<file path="src/rtl/disk_manager_rw_pkg.sv">
// Shared opcode, status and SD constants for the disk manager read/write block.
package disk_manager_rw_pkg;
  localparam logic [7:0] OP_NOP    = 8'd0;
  localparam logic [7:0] OP_INIT   = 8'd1;
  localparam logic [7:0] OP_BLOCK  = 8'd2;
  localparam logic [7:0] OP_OREAD  = 8'd3;
  localparam logic [7:0] OP_OWRITE = 8'd4;
  localparam logic [7:0] OP_READ   = 8'd5;
  localparam logic [7:0] OP_WBYTE  = 8'd6;
  localparam logic [7:0] OP_RBYTE  = 8'd7;
  localparam logic [7:0] OP_CLOSE  = 8'd8;

  localparam logic [7:0] ST_OK      = 8'h00;
  localparam logic [7:0] ST_ILLEGAL = 8'h01;
  localparam logic [7:0] ST_BUSY    = 8'h02;
  localparam logic [7:0] ST_ORDER   = 8'h03;
  localparam logic [7:0] ST_SHORT   = 8'h04;
  localparam logic [7:0] ST_TIMEOUT = 8'h80;

  localparam logic [5:0] SD_CMD_READ   = 6'd17;
  localparam logic [5:0] SD_CMD_WRITE  = 6'd24;
  localparam logic [5:0] SD_CMD_STREAM = 6'h3F;
  localparam logic [7:0] SD_TOKEN      = 8'hFE;

  typedef struct packed {
    logic [7:0] status;
    logic [7:0] rsvd;
    logic [7:0] data;
  } result_t;

  function automatic result_t mk_result(input logic [7:0] st, input logic [7:0] d);
    result_t r;
    r.status = st;
    r.rsvd   = 8'h00;
    r.data   = d;
    return r;
  endfunction
endpackage

</file>
<file path="src/rtl/disk_timeout.sv">
// Loadable down-counter; o_expired is high while the count sits at zero.
module disk_timeout #(
  parameter int W = 16
) (
  input  logic         clk,
  input  logic         rst,
  input  logic         i_load,
  input  logic [W-1:0] i_load_val,
  input  logic         i_en,
  output logic         o_expired
);
  logic [W-1:0] r_cnt;

  always_ff @(posedge clk or negedge rst) begin
    if (!rst)                     r_cnt <= '0;
    else if (i_load)              r_cnt <= i_load_val;
    else if (i_en && r_cnt != '0) r_cnt <= r_cnt - W'(1);
  end

  assign o_expired = (r_cnt == '0);
endmodule

</file>
<file path="src/rtl/disk_manager_rw.sv">
// Host command sequencer for SD block open/read/write driving an SPI engine.
import disk_manager_rw_pkg::*;

module disk_manager_rw #(
  parameter int BLOCK_W     = 24,
  parameter int BLOCK_BYTES = 512,
  parameter int TIMEOUT_CYC = 65535
) (
  input  logic        clk,
  input  logic        rst,
  input  logic [23:0] ini,
  input  logic        starti,
  output logic        busy,
  output logic        inti,
  output logic        saveresult,
  output logic [23:0] outi,
  output logic        startinit,
  input  logic        readyinit,
  output logic        startstream,
  output logic [5:0]  cmdx,
  output logic [31:0] argx,
  output logic        startx,
  output logic        init,
  output logic        start40x,
  output logic        readit,
  output logic        closex,
  input  logic [7:0]  out,
  input  logic        rdy
);
  localparam logic [3:0] S_IDLE    = 4'd0;
  localparam logic [3:0] S_W_INIT  = 4'd1;
  localparam logic [3:0] S_W_RD    = 4'd2;
  localparam logic [3:0] S_W_BYTE  = 4'd3;
  localparam logic [3:0] S_W_WCMD  = 4'd4;
  localparam logic [3:0] S_TOKEN   = 4'd5;
  localparam logic [3:0] S_W_TOKEN = 4'd6;
  localparam logic [3:0] S_OPEN_W  = 4'd7;
  localparam logic [3:0] S_W_WBYTE = 4'd8;
  localparam logic [3:0] S_W_CLOSE = 4'd9;

  localparam int CW = $clog2(BLOCK_BYTES + 1);
  localparam int TW = $clog2(TIMEOUT_CYC + 1);

  logic [3:0]         r_state, w_nxt;
  logic [BLOCK_W-1:0] r_block;
  logic [CW-1:0]      r_count;
  result_t            r_outi;
  logic               r_inti, r_save;

  logic [7:0]  w_op, w_status, w_data;
  logic        w_idle, w_wait, w_full, w_expired, w_done, w_ord;
  logic        w_ev_int, w_ev_save, w_blk_ld, w_cnt_clr, w_cnt_inc;
  logic [31:0] w_blk32;
  logic [TW-1:0] w_tmo_val;

  assign w_op      = ini[23:16];
  assign w_idle    = (r_state == S_IDLE);
  assign w_wait    = r_state inside {S_W_INIT, S_W_RD, S_W_BYTE, S_W_WCMD,
                                     S_W_TOKEN, S_W_WBYTE, S_W_CLOSE};
  assign w_full    = (r_count == CW'(BLOCK_BYTES));
  assign w_blk32   = 32'(r_block);
  assign w_tmo_val = TW'(TIMEOUT_CYC - 1);
  assign busy      = !(w_idle || r_state == S_OPEN_W);

  // Reloaded every cycle outside a wait state, so each wait starts a fresh window.
  disk_timeout #(.W(TW)) u_tmo (
    .clk        (clk),
    .rst        (rst),
    .i_load     (!w_wait),
    .i_load_val (w_tmo_val),
    .i_en       (w_wait),
    .o_expired  (w_expired)
  );

  always_comb begin
    w_nxt = r_state;
    w_ev_int = 1'b0; w_ev_save = 1'b0; w_status = ST_OK; w_data = 8'h00;
    w_blk_ld = 1'b0; w_cnt_clr = 1'b0; w_cnt_inc = 1'b0; w_done = 1'b0; w_ord = 1'b0;
    startinit = 1'b0; init = 1'b0; startstream = 1'b0; startx = 1'b0;
    start40x = 1'b0; readit = 1'b0; closex = 1'b0;
    cmdx = '0; argx = '0;
    if (starti && busy) begin
      w_ev_save = 1'b1; w_status = ST_BUSY;
    end else if (starti) begin
      case (w_op)
        OP_NOP:    begin end
        OP_BLOCK:  w_blk_ld = 1'b1;
        OP_INIT:   if (w_idle) begin startinit = 1'b1; init = 1'b1; w_nxt = S_W_INIT; end
                   else w_ord = 1'b1;
        OP_OREAD:  if (w_idle) begin cmdx = SD_CMD_READ; argx = w_blk32; start40x = 1'b1; w_nxt = S_W_RD; end
                   else w_ord = 1'b1;
        OP_OWRITE: if (w_idle) begin cmdx = SD_CMD_WRITE; argx = w_blk32; start40x = 1'b1; w_nxt = S_W_WCMD; end
                   else w_ord = 1'b1;
        OP_READ:   if (w_idle) begin cmdx = SD_CMD_STREAM; argx = 32'hFFFF_FFFF; startx = 1'b1; readit = 1'b1; w_nxt = S_W_RD; end
                   else w_ord = 1'b1;
        OP_WBYTE:  if (!w_idle && !w_full) begin argx = {24'h0, ini[7:0]}; startx = 1'b1; start40x = 1'b1; w_nxt = S_W_WBYTE; end
                   else w_ord = 1'b1;
        OP_RBYTE:  if (w_idle) begin startstream = 1'b1; w_nxt = S_W_BYTE; end
                   else w_ord = 1'b1;
        OP_CLOSE:  if (!w_idle) begin closex = 1'b1; w_nxt = S_W_CLOSE; end
                   else w_ord = 1'b1;
        default:   begin w_ev_save = 1'b1; w_status = ST_ILLEGAL; end
      endcase
      if (w_ord) begin w_ev_save = 1'b1; w_status = ST_ORDER; end
    end
    // Completion events take priority over a BUSY report landing in the same cycle.
    case (r_state)
      S_TOKEN:   begin argx = {24'h0, SD_TOKEN}; startx = 1'b1; start40x = 1'b1; w_nxt = S_W_TOKEN; end
      S_W_INIT:  if (readyinit) begin w_done = 1'b1; w_nxt = S_IDLE; w_ev_int = 1'b1; w_ev_save = 1'b1; w_status = ST_OK; end
      S_W_RD:    if (rdy) begin w_done = 1'b1; w_nxt = S_IDLE; w_ev_int = 1'b1; end
      S_W_BYTE:  if (rdy) begin w_done = 1'b1; w_nxt = S_IDLE; w_ev_save = 1'b1; w_status = ST_OK; w_data = out; end
      S_W_WCMD:  if (rdy) begin w_done = 1'b1; w_nxt = S_TOKEN; end
      S_W_TOKEN: if (rdy) begin w_done = 1'b1; w_nxt = S_OPEN_W; w_cnt_clr = 1'b1; w_ev_save = 1'b1; w_status = ST_OK; end
      S_W_WBYTE: if (rdy) begin w_done = 1'b1; w_nxt = S_OPEN_W; w_cnt_inc = 1'b1; w_ev_int = 1'b1; end
      S_W_CLOSE: if (rdy) begin
                   w_done = 1'b1; w_nxt = S_IDLE; w_ev_int = 1'b1; w_ev_save = 1'b1;
                   w_status = w_full ? ST_OK : ST_SHORT;
                 end
      default:   begin end
    endcase
    if (w_wait && !w_done && w_expired) begin
      w_nxt = S_IDLE; w_ev_int = 1'b0; w_ev_save = 1'b1; w_status = ST_TIMEOUT; w_data = 8'h00;
    end
  end

  always_ff @(posedge clk or negedge rst) begin
    if (!rst) begin
      r_state <= S_IDLE;
      r_block <= '0;
      r_count <= '0;
      r_outi  <= '0;
      r_inti  <= 1'b0;
      r_save  <= 1'b0;
    end else begin
      r_state <= w_nxt;
      r_inti  <= w_ev_int;
      r_save  <= w_ev_save;
      if (w_ev_save) r_outi  <= mk_result(w_status, w_data);
      if (w_blk_ld)  r_block <= BLOCK_W'(ini[15:0]);
      if (w_cnt_clr)      r_count <= '0;
      else if (w_cnt_inc) r_count <= r_count + CW'(1);
    end
  end

  assign inti       = r_inti;
  assign saveresult = r_save;
  assign outi       = r_outi;
endmodule

</file>
<file path="config.mk">
export PLATFORM = sky130hd
export DESIGN_NAME = disk_manager_rw
export DESIGN_NICKNAME = d
export VERILOG_FILES = /design/src/rtl/disk_manager_rw_pkg.sv /design/src/rtl/disk_timeout.sv /design/src/rtl/disk_manager_rw.sv
export SDC_FILE = /design/constraint.sdc
export NUM_CORES = 1
export LEC_CHECK = 0
export CORE_MARGIN = 3
export CORE_UTILIZATION = 47
export DETAILED_ROUTE_END_ITERATION = 8
export PLACE_DENSITY = 0.77
export SKIP_LAST_GASP = 1
export SYNTH_ARGS = -nofsm -noshare
export SYNTH_HDL_FRONTEND = slang
export SYNTH_HIERARCHICAL = 1
export SYNTH_SLANG_ARGS = --single-unit
export TNS_END_PERCENT = 10
</file>
<file path="constraint.sdc">
create_clock -name clk -period 15.02 [get_ports clk]
set_input_delay 4.506 -clock clk [delete_from_list [all_inputs] [get_ports clk]]
set_output_delay 4.506 -clock clk [all_outputs]
set_load 0.01 [all_outputs]
</file>
==> results.json, run 1 <==
{
  "first_pass_iters": 5,
  "hold_class": "flop to flop",
  "rows": 33,
  "wl_met3_um": 707,
  "clkPwrFrac_pct": 21.7,
  "crit_arrival_ps": 7960,
  "period_needed_ps": 12460,
  "synth_ff_type": "dfrtp_1",
  "p_seq_share_pct": 36.9,
  "yosys_warnings": 6,
  "diodes": 0,
  "cts_hold_buf": 0,
  "cp-end-kind": "output port",
  "synth.avg_cell_area_um2": 8.64,
  "clk_latency_ps": 340,
  "grt_pass1_wl_um": 18000,
  "grt_overflow": 0,
  "dr_wl_met2_um": 5230,
  "crit_family": "simple AND/OR/NAND/NOR gates",
  "clock_sinks": 60,
  "p_int_uw": 416,
  "synth-edff-count": 0,
  "vias": 3936,
  "cts_buffers": 9,
  "drive_gt1_share_pct": 9.77,
  "grt_start_max_net_pins": 61,
  "antenna_found_initial": 0,
  "setup_viol": 0,
  "grt_pass1_vias": 3711,
  "htreeDepth": 3,
  "dp.cells": 662,
  "nFillCells": 712,
  "die_y_um": 101,
  "synthCells": 487,
  "drtAntennaViolNets": 0,
  "comb_power_share_pct": 41.4,
  "finalSetupTns_ps": 0,
  "cts_setup_buffers": 0,
  "top_layer": "met4",
  "synth-seq-cells": 60,
  "slew-limit-headroom_pct": 12.2,
  "p_sw_share_pct": 40.9,
  "post-route-drc-count": 0,
  "die_area_um2": 10100,
  "nets": 608,
  "clkSlewWorstSetupHoldPaths_ps": 70,
  "wl_um": 10800,
  "power_density_nw_per_um2": 134,
  "total_leakage_power_uw": 0.00213,
  "rsz0062_at_grt": "no",
  "drt_iter0_drc": 217,
  "vdd_ir_drop_max_v": 0.0000732,
  "cpMaxStageDelayCell": "nor4_1",
  "maxCapViolCount": 0,
  "path_cells": "clkdlybuf4s50_1 -> nor4_1 -> nand2_1 -> nor4_1 -> nor2b_1 -> a21o_1 -> clkdlybuf4s50_1",
  "via_per_inst": 5.81,
  "switching_power_uw": 288,
  "cp_slowest_stage_delay_ps": 790,
  "dp_hpwl_um": 7820,
  "status": "finished clean",
  "fp.dieW_um": 101,
  "cts_resized": 0,
  "fmax_mhz": 80.2,
  "critPathLaunchType": "input pin",
  "pin_count": 109,
  "cp_num_buf_inv": 2,
  "crit_type": "input pin to output port",
  "root_buffer": "clkbuf_8",
  "place_congestion": 0.919,
  "ys_seq_area_share_pct": 35.7,
  "finalNonFillerCells": 678,
  "slew_viol_final": 0,
  "m1WireLength_um": 4730,
  "cts_buffer_depth": 2,
  "finalCritPeriodShare_pct": 83.0,
  "skew_ps": 10.1,
  "path_max_fanout": 7,
  "cts_tree": "done",
  "synth_area_um2": 4210,
  "hold_viol_final": 0,
  "grt_util_all_layers_pct": 21.8,
  "required_ps": 10510,
  "port_buffers": 96,
  "ys_async_sr_fraction_pct": 100,
  "area_delta_synth_final_pct": 24.8,
  "post_drt_wl_per_cell_um": 16.0,
  "start_util_pct": 49.7,
  "core_area_um2": 8460,
  "synthDistinctLibCells": 72,
  "worst_pin_slew_ps": 1310
}
-- layer usage --
metal | up-vias | GRT usage (%)
met4 | 0 | 6.42
met3 | 16 | 4.57
li1 | 1895 | -
met2 | 160 | 34.5
met1 | 1865 | 30.2
met5 | - | 0
-- state kept, by name, summed over array words and instances, names as in the netlist --
| name | cells |
|---|---|
| saveresult | 1 |
| outi | 12 |
| r_block | 16 |
| r_count | 10 |
| inti | 1 |
| r_state | 4 |
| u_tmo/r_cnt | 16 |
-- stage by stage --
| stage | area, µm² | setup slack [ps] | utilization (%) | hold WS [ps] | total power (µW) |
|---|---|---|---|---|---|
| after floorplan | 4300 | 3840 | - | 474 | 457 |
| after global placement | 5050 | 2670 | 59.6 | 487 | 538 |
| after detailed placement | 5050 | 2590 | 59.6 | 495 | 550 |
| after CTS | 5250 | 2580 | 62.0 | 510 | 705 |
| after global routing | 5250 | 2340 | 62.0 | 526 | 758 |
| final | 5250 | 2560 | 62.0 | 509 | 704 |
-- kinds of logic after synthesis --
group | count (synthesis) | share of synthesized area (%)
xor gates and xnor gates | 7 | 1.46
adders and majority gates | 3 | 0.892
and+or+nand+nor | 197 | 25.4
AOI/OAI and AO/OA | 123 | 20.6
other | 2 | 0.179
DFF | 60 | 35.7
muxes | 20 | 5.29
buffers and inverters | 75 | 10.5
-- synth_stat cells (all sizes together) (8+ instances only) --
| master | number | share of area (%) |
|---|---|---|
| clkbuf | 14 | 1.2 |
| buf | 41 | 7.5 |
| a32o | 8 | 1.9 |
| nor3 | 13 | 1.5 |
| or4 | 13 | 2.5 |
| dfrtp | 60 | 36 |
| or3 | 11 | 1.6 |
| a21o | 9 | 1.8 |
| inv | 19 | 1.7 |
| a21oi | 16 | 1.9 |
| mux2 | 18 | 4.8 |
| nor2 | 61 | 5.4 |
| nand3 | 14 | 1.7 |
| o21ai | 34 | 4.1 |
| nor4 | 10 | 1.6 |
| nand2 | 30 | 2.7 |
| a31oi | 12 | 1.8 |
-- cell type report --
class	instances	area [µm²]	share of cell area, %
inverters	20	75.1	1.43
well taps	105	131	2.50
clock inverters	4	47.5	0.906
multi-input cells	378	2360	45.0
repair buffers	99	978	18.6
clock buffers	12	155	2.96
flip-flops and latches	60	1500	28.6
-- worst register-to-register path: stages (launching register included) --
cell       delay (ps)
dfrtp_1           450
nor4_1            710
nand4_1           270
inv_1             500
inv_1             120
a2111oi_0         440
a31o_2            250
nor3_1            210
a32o_1            330
-- power groups by stage --
stage | Clock (µW) | Combinational (µW) | Sequential (µW)
floorplan | 0 | 218 | 239
global placement | 0 | 281 | 257
detailed placement | 0 | 290 | 260
CTS | 156 | 291 | 258
global route | 163 | 326 | 269
finish | 153 | 292 | 260
-- worst paths after layout --
check	from	to	slack, ps	cells after the start
max in group asynchronous	rst	r_block[4]$_DFFE_PN0P_	10180	2
hold / removal	r_block[13]$_DFFE_PN0P_	r_block[13]$_DFFE_PN0P_	510	1
setup reg to reg	u_tmo/r_cnt[7]$_DFFE_PN0P_	outi[2]$_DFFE_PN0P_	11640	8
setup / recovery	ini[23]	argx[1]	2560	7
hold reg to reg	r_block[13]$_DFFE_PN0P_	r_block[13]$_DFFE_PN0P_	510	1
min in group asynchronous	rst	u_tmo/r_cnt[12]$_DFFE_PN0P_	4300	2
-- placed cells by master, fill, tap and decap left out, types with 6 or more instances in the layout --
cell type	netlist	final
a21o_1	8	8
o31ai_1	6	6
nand3_1	14	14
a21oi_1	16	16
nor2b_1	7	7
nor4_1	9	9
dfrtp_1	60	60
nor2_1	61	61
mux2_2	18	18
or4_1	10	10
a32o_1	8	8
inv_1	19	19
a31oi_1	12	12
o21ai_0	33	33
or3_1	11	11
conb_1	2	28
clkdlybuf4s50_1	0	95
nor3_1	13	13
nand2_1	30	30
clkbuf_8	0	11
No activity file was read; power rests on OpenSTA's default activity.
==> run 2, diff against run 1 <==
Settings changed: CORE_UTILIZATION 47 to 45, PLACE_DENSITY 0.77 to 0.78.
Clock period 15.02 ns to 10.05 ns, I/O delays scaled along.
==> results.json, run 2 (synthesized netlist as in run 1, its figures left out) <==
{
  "cts_setup_buffers": 0,
  "post-route-util_pct": 59.6,
  "clkSlewWorstSetupHoldPaths_ps": 60,
  "grt_pass1_vias": 3754,
  "multi_input_area_um2": 2360,
  "place_congestion": 0.925,
  "cts_hold_buf": 0,
  "path_max_fanout": 16,
  "grt_start_max_net_pins": 61,
  "cp-end-kind": "output port",
  "nets": 612,
  "antenna_found_initial": 0,
  "port_buffers": 96,
  "hold_class": "flop to flop",
  "setup_viol": 0,
  "layout_commonest_cell": "clkdlybuf4s50_1",
  "first_pass_iters": 4,
  "die_y_um": 103,
  "period_needed_ps": 8920,
  "clk_latency_ps": 330,
  "drive_gt1_share_pct": 10.4,
  "ff_latch_area_um2": 1500,
  "pin_count": 109,
  "p_total_uw": 1060,
  "finalSetupTns_ps": 0,
  "placed_area_um2": 5080,
  "grt_overflow": 0,
  "worst_pin_slew_ps": 1050,
  "finalCritPeriodShare_pct": 88.8,
  "slew_viol_final": 0,
  "critPathLaunchType": "input pin",
  "most-common-layout-cells": "clkdlybuf4s50_1 (95), nor2_1 (61), dfrtp_1 (60)",
  "area_delta_synth_final_pct": 25.9,
  "power_density_nw_per_um2": 201,
  "root_buffer": "clkbuf_8",
  "fp.dieW_um": 103,
  "skew_ps": 9.98,
  "dp_hpwl_um": 7860,
  "timing.rr.start": "u_tmo/r_cnt[7]$_DFFE_PN0P_",
  "drt_iter0_drc": 378,
  "hp-start": "r_block[8]$_DFFE_PN0P_",
  "required_ps": 7040,
  "grt_pass1_wl_um": 17400,
  "diodes": 0,
  "cts_tree": "done",
  "slew-limit-headroom_pct": 29.5,
  "post_drt_wl_per_cell_um": 15.5,
  "maxCapViolCount": 0,
  "finalNonFillerCells": 685,
  "via_per_inst": 5.68,
  "rows": 34,
  "total_leakage_power_uw": 0.00216,
  "rsz0062_at_grt": "no",
  "crit_path_start": "ini[18]",
  "wl_um": 10600,
  "hold_viol_final": 0,
  "fin_area_um2": 5300,
  "grt_util_all_layers_pct": 20.2,
  "cts_buffer_depth": 2,
  "crit_arrival_ps": 5910,
  "die_area_um2": 10500,
  "htreeDepth": 3,
  "clock_sinks": 60,
  "drtAntennaViolNets": 0,
  "start_util_pct": 47.3,
  "core_area_um2": 8890,
  "crit_type": "input pin to output port",
  "cts_resized": 0,
  "vdd_ir_drop_max_v": 0.000108,
  "cts_buffers": 9,
  "post-route-drc-count": 0,
  "nFillCells": 776,
  "vias": 3890,
  "fmax_mhz": 112,
  "dp.cells": 669,
  "status": "finished clean"
}
==> run 2: cell count changes in the layout (fill, tap and decap cells not counted) <==
cell / before / now
clkinvlp_4: 1 / 0
clkbuf_8: 11 / 10
clkinv_2: 2 / 3
bufinv_16: 1 / 2
buf_4: 3 / 7
==> run 2: worst paths after layout <==
path                       slack (ps)                     end  cells past startpoint
max                              1130                 argx[2]                      7
min                               510  r_block[8]$_DFFE_PN0P_                      1
max reg2reg                      6610     outi[1]$_DFFE_PN0P_                      9
max in group asynchronous        6690  r_block[0]$_DFFE_PN0P_                      2
min in group asynchronous        2830  r_count[7]$_DFFE_PN0P_                      2
min reg2reg                       510  r_block[8]$_DFFE_PN0P_                      1
==> run 2: per-layer routing <==
metal  vias up  global-route usage, %  routed length, µm  part of all wire (%)
li1       1902                      -                  -                     -
met1      1852                   26.0               4650                    44
met2       126                   34.6               5320                    50
met3        10                   5.48                613                   5.8
met4         0                   3.53                 57                  0.54
met5         -                      0                  0                     0
==> run 2: critical path: stages <==
cell,delay [ps]
clkdlybuf4s50_1,780
nand2b_1,210
a2111oi_4,410
or4b_4,620
o21ai_0,210
a21o_1,110
clkdlybuf4s50_1,550
==> run 2: report_power, final <==
part	switching (µW)	internal, µW	total [µW]
Combinational	238	200	438
Sequential	85.3	300	385
Clock	95.4	145	241
==> run 2: final cells by class <==
type | instances | area share, %
inverter | 20 | 1.42
clock buffer | 11 | 2.67
clock inverter | 5 | 1.42
tap | 108 | 2.55
timing repair buffer | 103 | 19.0
multi-input combinational | 378 | 44.6
sequential | 60 | 28.3
==> run 2: per-stage QoR <==
step | setup WS (ps) | hold WS [ps]
final | 1130 | 510
after global placement | 1250 | 490
after global routing | 1010 | 519
after detailed placement | 1150 | 495
after floorplan | 1850 | 474
after CTS | 1160 | 511
==> run 3, diff against run 2 <==
Settings changed: CORE_MARGIN 3 to 4, CORE_UTILIZATION 45 to 40, PLACE_DENSITY 0.78 to 0.7.
==> results.json, run 3 (synthesized netlist as in run 1, its figures left out) <==
{
  "status": "finished clean",
  "clkSlewWorstSetupHoldPaths_ps": 70,
  "via_per_inst": 5.53,
  "skew_ps": 5.38,
  "crit_arrival_ps": 5940,
  "drt_iter0_drc": 251,
  "power_density_nw_per_um2": 197,
  "antenna_found_initial": 0,
  "area_delta_synth_final_pct": 26.0,
  "slew_viol_final": 0,
  "clock_sinks": 60,
  "die_area_um2": 12200,
  "root_buffer": "clkbuf_8",
  "worst_pin_slew_ps": 1300,
  "vias": 3934,
  "port_buffers": 96,
  "cts_tree": "done",
  "cpMaxStageDelayCell": "clkdlybuf4s50_1",
  "rsz0062_at_grt": "no",
  "first_pass_iters": 5,
  "nets": 611,
  "cts_buffer_depth": 2,
  "post-route-drc-count": 0,
  "cp-end-kind": "output port",
  "die_y_um": 111,
  "grt_pass1_vias": 3735,
  "grt_start_max_net_pins": 61,
  "crit_family": "buffers and inverters",
  "dp_hpwl_um": 7930,
  "finalCritPeriodShare_pct": 89.1,
  "hold_class": "flop to flop",
  "vdd_ir_drop_max_v": 0.0000924,
  "maxCapViolCount": 0,
  "grt_util_all_layers_pct": 17.6,
  "period_needed_ps": 8950,
  "diodes": 0,
  "pin_count": 109,
  "cts_setup_buffers": 0,
  "layout_commonest_cell": "clkdlybuf4s50_1",
  "grt_overflow": 0,
  "clk_latency_ps": 340,
  "total_leakage_power_uw": 0.00213,
  "cp_common_cell": "clkdlybuf4s50_1",
  "grt_pass1_wl_um": 18400,
  "path_max_fanout": 16,
  "core_area_um2": 10300,
  "crit_type": "input pin to output port",
  "post_drt_wl_per_cell_um": 15.5,
  "fmax_mhz": 112,
  "hold_viol_final": 0,
  "cts_hold_buf": 0,
  "start_util_pct": 40.9,
  "required_ps": 7040,
  "wl_um": 11000,
  "rows": 37,
  "cts_resized": 0,
  "critPathLaunchType": "input pin",
  "drtAntennaViolNets": 0,
  "nFillCells": 995,
  "htreeDepth": 3,
  "cp_num_buf_inv": 2,
  "finalSetupTns_ps": 0,
  "place_congestion": 0.843,
  "fp.dieW_um": 111,
  "dp.cells": 696,
  "finalNonFillerCells": 712,
  "most-common-layout-cells": "clkdlybuf4s50_1 (95), nor2_1 (61), dfrtp_1 (60)",
  "cts_buffers": 9,
  "setup_viol": 0,
  "drive_gt1_share_pct": 10.4,
  "cp_slowest_stage_delay_ps": 780,
  "path_cells": "clkdlybuf4s50_1 -> nand2b_1 -> a2111oi_4 -> or4b_4 -> o21ai_0 -> a21o_1 -> clkdlybuf4s50_1",
  "slew-limit-headroom_pct": 12.4
}
==> run 3: area by class of cell <==
type	instances	area (µm²)	share of cell area [%]
Multi-Input combinational cell	378	2360	44.5
Tap cell	136	170	3.21
Sequential cell	60	1500	28.3
Clock inverter	7	67.6	1.28
Timing Repair Buffer	102	1000	18.9
Clock buffer	9	124	2.34
Inverter	20	75.1	1.42
==> run 3: final timing paths <==
kind	start	to	slack, ps	cells after the start
max in group asynchronous	rst	outi[4]$_DFFE_PN0P_	6710	2
max	ini[18]	argx[1]	1100	7
min	r_block[11]$_DFFE_PN0P_	r_block[11]$_DFFE_PN0P_	510	1
min in group asynchronous	rst	u_tmo/r_cnt[9]$_DFFE_PN0P_	2830	2
min reg2reg	r_block[11]$_DFFE_PN0P_	r_block[11]$_DFFE_PN0P_	510	1
max reg2reg	u_tmo/r_cnt[7]$_DFFE_PN0P_	outi[5]$_DFFE_PN0P_	6650	8
==> run 3: worst register-to-register path: stages, from the launching register on <==
cell,delay [ps]
dfrtp_1,450
nor4_1,650
nand4_1,260
inv_1,510
inv_1,110
a2111oi_0,520
a31o_2,260
nor3_1,210
a32o_1,330
==> run 3: per-layer routing <==
metal	wire length (µm)	vias up	track usage, %
met2	5320	128	28.9
met3	728	6	5.32
met5	0	-	0
li1	-	1899	-
met1	4920	1901	23.4
met4	47	0	2.96
==> run 3: through the flow <==
stage | hold slack (ps) | power, µW | area (µm²) | utilization [%] | setup WS [ps]
floorplan | 474 | 683 | 4300 | - | 1850
finish | 514 | 1040 | 5300 | 51.6 | 1100
detailed placement | 495 | 827 | 5110 | 49.7 | 1100
global placement | 489 | 812 | 5110 | 49.7 | 1240
global route | 528 | 1120 | 5300 | 51.6 | 910
CTS | 514 | 1050 | 5300 | 51.6 | 1100
==> run 3: power by group <==
part,switching [µW],internal [µW]
Sequential,87.7,300
Combinational,242,198
Clock,102,113
==> edit: new RTL, flow settings as in run 2 <==
Change the parameter `TIMEOUT_CYC` from 65535 to 131070.
--- a/src/rtl/disk_manager_rw.sv
+++ b/src/rtl/disk_manager_rw.sv
@@ -4,7 +4,7 @@
 module disk_manager_rw #(
   parameter int BLOCK_W     = 24,
   parameter int BLOCK_BYTES = 512,
-  parameter int TIMEOUT_CYC = 65535
+  parameter int TIMEOUT_CYC = 131070
 ) (
   input  logic        clk,
   input  logic        rst,
Formal check against the unedited RTL: no difference found for any inputs over 4 cycles, from zero or initial values and one cycle with rst low; that may be too few to reach the edited logic, so the function may still have changed.
==> edit against run 2 <==
  * Sequential share of layout area rose by 0.15 points
  * Wire length up 6.7%
  * Combinational power is 5.9% higher
  * Synthesized area rose by 1.2%
  * Power rose by 2.3%
  * Clock power down 5%
  * Critical path depth did not move
  * Sequential cell count grew 1
  * Worst setup slack lost 5.4 ps
  * Die area up 1.1%
  * Cell area increased by 1.1%
  * First-iteration DRC count is 38% lower
  * Synthesized cell count up 1.4%
==> edit: results (changes against run 2) <==
INFO  metric outcome = completed
INFO  metric io_buffers = 96 (unchanged)
INFO  metric timing.reg2reg.setup_slack = 6910 ps (+300 ps)
INFO  metric place_congestion = 0.9348 (+1.0%)
INFO  metric worstSetupEndpoint = argx[5]
INFO  metric synth_cell_types = 74 (+2.8%)
INFO  metric fin_crit_sh = 88.84% (about the same)
INFO  metric drive_gt1_share = 10.75% (+0.35 points)
INFO  metric drt_first_iter_violations = 234 (-38%)
INFO  metric ir_worst_vdd = 0.09471 mV (-12%)
INFO  metric synth.top_cells.by_area = dfrtp_1 36%, buf_4 5.6%, nor2_1 5.5%, mux2_2 4.8%, o21ai_0 3.8%
INFO  metric post_detailed_route_wirelength_per_cell = 16.36 µm (+5.3%)
INFO  metric placedCellCount = 678 (+1.3%)
INFO  metric fillerInstances = 775 (-0.13%)
INFO  metric syn-mean-instance-area = 8.614 µm² (-0.27%)
INFO  metric worst_r2r_path_depth = 6 (-3)
INFO  metric clock_skew = 12.30 ps (+2.318 ps)
INFO  metric hpwl = 8288 µm (+5.5%)
INFO  metric number_of_nets_in_the_layout = 621 (+1.5%)
INFO  metric grt_util_all_layers = 21.05% (+0.84 points)
INFO  metric place_area = 5150 µm² (+1.4%)
INFO  metric power.leakage = 2.183 nW (+1.2%)
INFO  metric grt_pass1_vias = 3590 (-4.4%)
INFO  metric r2r_start = r_state[1]$_DFF_PN0_
INFO  metric r2r-end = u_tmo/r_cnt[14]$_DFFE_PN0P_
INFO  metric dp_worst_setup_slack = 1134 ps (-20.06 ps)
INFO  metric use_met3 = 2.817% (-2.7 points)
INFO  metric measured_slew_at_the_worst_slew_check_pin = 807.4 ps (-241.7 ps)
INFO  metric dr_total_vias = 4043 (+3.9%)
INFO  metric grt_start_max_net_pins = 62 (+1.6%)
INFO  metric grt_pass1_wl = 17750 µm (+2.2%)
INFO  metric grt_util_met1 = 29.46% (+3.5 points)
-- edit: cell count changes after synthesis, moves of 3 or more --
cell	before	now
nand3_1	14	18
clkbuf_1	14	17
nand2_1	30	36
o31ai_1	6	2
-- edit: logic make-up (layout without fill, tap and decap cells) --
group / Yosys count / after routing / share of synthesized area (%)
simple gates: 204 / 204 / 25.87
compound gates: 120 / 120 / 20.20
buf+inv: 77 / 142 / 10.35
flops: 61 / 61 / 35.87
mux: 19 / 19 / 4.998
xor+xnor: 8 / 8 / 1.647
fa+ha+maj: 3 / 3 / 0.8822
other cells: 2 / 29 / 0.1765
-- edit: routing by layer --
metal	routed length, µm	share of wire [%]	vias up
li1	-	-	1928
met1	5126	45	1945
met2	5309	47	159
met3	792	7.0	11
met4	123	1.1	0
met5	0	0	-
-- edit: power by group through the flow --
stage                     registers [mW]  logic (mW)  clock network, mW
after global routing               0.407       0.516              0.244
after CTS                          0.394       0.461              0.233
after global placement             0.393       0.445                  0
after floorplan                    0.368       0.334                  0
after detailed placement           0.397       0.459                  0
final                              0.397       0.464              0.228
-- edit: area by class of cell --
class / count / area (µm²) / area share (%)
Clock buffer: 10 / 137.6 / 2.569
Clock inverter: 6 / 68.82 / 1.285
Inverter: 22 / 82.58 / 1.542
Multi-Input combinational cell: 383 / 2390 / 44.62
Sequential cell: 61 / 1526 / 28.50
Tap cell: 108 / 135.1 / 2.523
Timing Repair Buffer: 104 / 1016 / 18.97
-- edit: worst max-delay path: cells and delay by family --
family                 cells  cell delay [ps]
AOI/OAI and AO/OA          3              750
buffers and inverters      2             1320
and+or+nand+nor            2              830
-- edit: through the flow --
step	hold WS [ps]	total power, mW
finish	511.0	1.088
global route	519.8	1.167
CTS	511.2	1.087
detailed placement	494.4	0.8559
global placement	489.4	0.8380
floorplan	474.0	0.7016
